**config.mk**
```make
export PLATFORM = sky130hd
export DESIGN_NAME = uart_tx_core
export DESIGN_NICKNAME = d
export VERILOG_FILES = /design/src/rtl/uart_tx_core.sv
export SDC_FILE = /design/constraint.sdc
export NUM_CORES = 1
export LEC_CHECK = 0
export ABC_AREA = 1
export BUFFER_PORTS_ARGS = -buffer_cell sky130_fd_sc_hd__buf_2
export CAP_MARGIN = 20
export CORE_ASPECT_RATIO = 1.2
export CORE_MARGIN = 5
export CORE_UTILIZATION = 40
export CTS_CLUSTER_SIZE = 20
export DETAILED_ROUTE_END_ITERATION = 8
export PLACE_DENSITY_LB_ADDON = 0.2
export SYNTH_ARGS = -nofsm -noshare
export SYNTH_HDL_FRONTEND = slang
export SYNTH_SLANG_ARGS = --single-unit
export TNS_END_PERCENT = 20
```
**constraint.sdc**
```tcl
create_clock -name clk -period 1.7 [get_ports clk]
set_input_delay 0.085 -clock clk [delete_from_list [all_inputs] [get_ports clk]]
set_output_delay 0.085 -clock clk [all_outputs]
set_load 0.005 [all_outputs]
```
**src/rtl/uart_tx_core.sv**
```systemverilog
// UART transmitter core: byte valid/ready in, 8 data bits, optional parity
// and one or two stop bits out on tx. A new frame starts only while the
// synchronised cts_n is low.
module uart_tx_core #(
  parameter int CLK_FREQ_HZ = 50000000,
  parameter int BAUD        = 115200,
  parameter int DIVISOR     = CLK_FREQ_HZ / BAUD
) (
  input  logic       clk,
  input  logic       rst,
  input  logic [7:0] tx_data,
  input  logic       tx_valid,
  output logic       tx_ready,
  input  logic       parity_en,
  input  logic       parity_odd,
  input  logic       stop2,
  input  logic       cts_n,
  output logic       tx,
  output logic       busy,
  output logic       frame_done
);

  localparam int            CW       = $clog2(DIVISOR);
  localparam logic [CW-1:0] BIT_LAST = CW'(DIVISOR - 1);
  localparam logic [CW-1:0] CNT_ZERO = CW'(0);
  localparam logic [CW-1:0] CNT_ONE  = CW'(1);

  localparam logic [2:0] IDLE   = 3'd0;
  localparam logic [2:0] START  = 3'd1;
  localparam logic [2:0] DATA   = 3'd2;
  localparam logic [2:0] PARITY = 3'd3;
  localparam logic [2:0] STOP   = 3'd4;

  logic [2:0]    state_r;
  logic [CW-1:0] baud_cnt_r;
  logic [2:0]    bit_idx_r;
  logic          stop_idx_r;
  logic [7:0]    data_r;
  logic          par_en_r;
  logic          par_odd_r;
  logic          stop2_r;
  logic          tx_r;
  logic          busy_r;
  logic          frame_done_r;
  logic          cts_meta_r;
  logic          cts_sync_r;
  logic          tx_ready_s;
  logic          bit_end_s;

  // Parity bit: XOR of the data, inverted for odd parity.
  function automatic logic parity_f(input logic [7:0] data, input logic odd);
    return (^data) ^ odd;
  endfunction

  // Two-flop synchroniser for cts_n; resets to "not clear" so no frame can
  // start until the peer has been seen low for two clocks.
  always_ff @(posedge clk or posedge rst) begin
    if (rst) begin
      cts_meta_r <= 1'b1;
      cts_sync_r <= 1'b1;
    end else begin
      cts_meta_r <= cts_n;
      cts_sync_r <= cts_meta_r;
    end
  end

  assign tx_ready_s = (state_r == IDLE) && (cts_sync_r == 1'b0);
  assign bit_end_s  = (baud_cnt_r == BIT_LAST);

  // Frame sequencer: accepts a byte in IDLE, then walks start, data, optional
  // parity and stop bits, moving tx only when a bit period expires.
  always_ff @(posedge clk or posedge rst) begin
    if (rst) begin
      state_r      <= IDLE;
      baud_cnt_r   <= CNT_ZERO;
      bit_idx_r    <= 3'd0;
      stop_idx_r   <= 1'b0;
      data_r       <= 8'h00;
      par_en_r     <= 1'b0;
      par_odd_r    <= 1'b0;
      stop2_r      <= 1'b0;
      tx_r         <= 1'b1;
      busy_r       <= 1'b0;
      frame_done_r <= 1'b0;
    end else begin
      frame_done_r <= 1'b0;
      if (state_r == IDLE) begin
        baud_cnt_r <= CNT_ZERO;
        if (tx_valid && tx_ready_s) begin
          data_r    <= tx_data;
          par_en_r  <= parity_en;
          par_odd_r <= parity_odd;
          stop2_r   <= stop2;
          state_r   <= START;
          tx_r      <= 1'b0;
          busy_r    <= 1'b1;
        end
      end else if (!bit_end_s) begin
        baud_cnt_r <= baud_cnt_r + CNT_ONE;
      end else begin
        baud_cnt_r <= CNT_ZERO;
        case (state_r)
          START: begin
            state_r   <= DATA;
            bit_idx_r <= 3'd0;
            tx_r      <= data_r[0];
          end
          DATA: begin
            if (bit_idx_r == 3'd7) begin
              if (par_en_r) begin
                state_r <= PARITY;
                tx_r    <= parity_f(data_r, par_odd_r);
              end else begin
                state_r    <= STOP;
                stop_idx_r <= 1'b0;
                tx_r       <= 1'b1;
              end
            end else begin
              bit_idx_r <= bit_idx_r + 3'd1;
              tx_r      <= data_r[bit_idx_r + 3'd1];
            end
          end
          PARITY: begin
            state_r    <= STOP;
            stop_idx_r <= 1'b0;
            tx_r       <= 1'b1;
          end
          STOP: begin
            if (stop2_r && (stop_idx_r == 1'b0)) begin
              stop_idx_r <= 1'b1;
            end else begin
              state_r      <= IDLE;
              busy_r       <= 1'b0;
              frame_done_r <= 1'b1;
              tx_r         <= 1'b1;
            end
          end
          default: begin
            state_r <= IDLE;
            busy_r  <= 1'b0;
            tx_r    <= 1'b1;
          end
        endcase
      end
    end
  end

  assign tx_ready   = tx_ready_s;
  assign tx         = tx_r;
  assign busy       = busy_r;
  assign frame_done = frame_done_r;

endmodule

```
==> metrics <==
Routed WL=~3.4 mm; Final Cycle Share=90.7%; Rel. slew slack=73.1%; fillers=around 400; RR Endpoint=state_r[1]$_DFFE_PP0P_; Hold EP=par_odd_r$_DFFE_PP0P_; startpoint class of the critical path=flop; Placed Area=approximately 1900 µm²; run status=complete, no violations; Die Y=81.1 µm; post-synth net total=approximately 240; max-slew violation count=0; worst path required time=~1.9 ns; Final Setup Violations=0; setup TNS=0 ns; global route overflow=0; I/O pin count=19; Worst-Margin Slew=0.404 ns; CTS sink count=32; drt first pass iters=4; initial antenna violation count=0; yosys warns=0; Worst VDD drop=roughly 0.56 mV; routed len/inst=around 11 µm; Final min period=~1.5 ns; share of layout cells above drive strength 1=about a fifth; synthesized area=approximately 1700 µm²; initial detailed-routing violation count=36; Hold Vio Cnt, Final=0; Setup Crit Path Kind=reg2reg; number of global-route vias before repair=1405; Post-Route M1 WL=about 1.4 mm; Finished Core Util=52.9%; Unique masters post-synth=25; diode count=0; Arr. time, crit path=1.75 ns; Post-Syn Area per Cell=7.76 µm²; area of the die=5610 µm²; row cnt=25; gate count after technology mapping=217; Worst-Skew Late Latency=between 0.2 and 0.3 ns; Worst-path clk slew=roughly 0.07 ns; Hold WC Path Type=in2reg; reg-to-reg startpoint=baud_cnt_r[1]$_DFF_PP0_; DR top layer=met4; Hold Crit Start=parity_odd; WHS Path Cells=3; CTS tree=yes; met3 WL=about 130 µm; Max clock buf depth=2; largest net degree at the start of global routing=33; Die X=69.2 µm; LEAKAGE=0.00110 µW; Vias=1407; MaxCap Viol Count=0; clock skew=slightly below 0.008 ns; first-pass GRT wire length=6.01 mm; Finished Cell Area=~2100 µm²; register bit total from synthesis=32; total CTS buffers=5; routability congestion estimate=roughly 0.83; sequential fraction of the synthesis area=a little under half; Reg2Reg Setup Slack=about 0.16 ns; RSZ-0062 raised after global routing=no; DP HPWL=2.47 mm; Starting Density=a little over two fifths; Crit. End Element=flop; antenna viol nets, final=0; most frequent cells in the layout=75 x nand2_1, 29 x dfrtp_1, 25 x inv_1; CP max FO=9; most common cell after layout, fill and taps aside=nand2_1; Root Driver=clkbuf_8; CORE AREA=roughly 4000 µm²; Post-layout nets=275; Worst R2R Path Depth=11; Vias/cell=around 4.5; pwr dens=763 nW/µm²; H-tree depth=2; area growth from synthesis to layout=25.8%; Fmax=between 0.6 and 0.7 GHz; buffers added on ports=18; met2 wire len=1.73 mm; Global Route Usage Sum=13.7%; Residual DRC=0
## through the flow
step	hold slack, ns	cells	power (µW)	worst slack [ns]
after global routing	0.0320	311	1680	0.0391
after global placement	0.192	292	815	0.176
after CTS	0.00431	310	1640	0.0946
after detailed placement	0.192	292	815	0.109
after floorplan	0.0895	217	792	0.248
final	0.0122	311	1620	0.158
## metal layers
| layer | vias to the layer above | GRT usage (%) |
|---|---|---|
| met1 | 626 | 14.5 |
| met2 | 20 | 25.9 |
| met4 | 0 | 4.69 |
| met3 | 5 | 4.21 |
| li1 | 756 | - |
| met5 | - | 0 |
## synthesized netlist by cell type (all sizes together)
cell type / n / area (µm²)
a21oi: 6 / 30.0
and3: 1 / 6.26
buf: 1 / 7.51
dfrtp: 29 / 726
dfstp: 3 / 78.8
ha: 4 / 50.1
inv: 29 / 109
nand2: 79 / 312
nand3: 13 / 77.6
nand4: 2 / 12.5
nor2: 25 / 133
nor3: 3 / 15.0
nor3b: 1 / 7.51
o21ai: 16 / 80.1
o21bai: 1 / 7.51
o22ai: 1 / 6.26
xnor2: 1 / 8.76
xor2: 2 / 17.5
## flip-flops by register name (all words and copies together) (netlist names)
name and count:
cts_meta_r 1, data_r 8, stop2_r 1, state_r 3
baud_cnt_r 9, frame_done 1, par_en_r 1, cts_sync_r 1
tx 1, par_odd_r 1, busy 1, stop_idx_r 1
bit_idx_r 3
## logic make-up after synthesis
group / Yosys count / synth area share, %
and+or+nand+nor: 124 / 33.4
DFF: 32 / 47.8
buffers and inverters: 30 / 6.91
AOI/OAI and AO/OA: 24 / 7.36
adders and majority gates: 4 / 2.97
xor gates and xnor gates: 3 / 1.56
## cell type report
| class | count | area [µm²] | share of cell area, % |
|---|---|---|---|
| Tap cell | 54 | 67.6 | 3.19 |
| Timing Repair Buffer | 33 | 240 | 11.3 |
| Clock buffer | 7 | 96.3 | 4.55 |
| Sequential cell | 32 | 805 | 38.0 |
| Multi-Input combinational cell | 155 | 771 | 36.4 |
| Clock inverter | 1 | 30.0 | 1.42 |
| Inverter | 29 | 109 | 5.14 |
## worst max-delay path: stages, from the launching register on
cell     delay, ns
dfrtp_1       0.39
inv_1         0.06
ha_1          0.13
nand4_1       0.09
inv_1         0.06
nand4_1       0.08
buf_4         0.18
nand2_4       0.12
nand3_4       0.11
nor2_8        0.12
nand2_1       0.06
o21ai_1       0.08
## what timing repair did
item,CTS,global route
endpoints found under the setup margin,0,6
hold buffers,10,0
hold endpoints to repair,38,0
setup buffers,0,1
resized for setup,0,2
## report_power, final
group          total, µW  switching [µW]  internal, µW
clock                800             283           517
combinational       49.2            21.5          27.7
sequential           767            1.17           766
total               1620             306          1310
## worst max path at each step
stage	startpoint	endpoint	cells after the start
floorplan	bit_idx_r[0]$_DFFE_PP0P_	tx$_DFFE_PP1P_	9
global placement	baud_cnt_r[1]$_DFF_PP0_	state_r[2]$_DFFE_PP0P_	9
detailed placement	baud_cnt_r[1]$_DFF_PP0_	state_r[1]$_DFFE_PP0P_	10
CTS	baud_cnt_r[1]$_DFF_PP0_	state_r[1]$_DFFE_PP0P_	10
global route	baud_cnt_r[1]$_DFF_PP0_	state_r[1]$_DFFE_PP0P_	11
finish	baud_cnt_r[1]$_DFF_PP0_	state_r[1]$_DFFE_PP0P_	11
(Power assumes the default switching activity.)
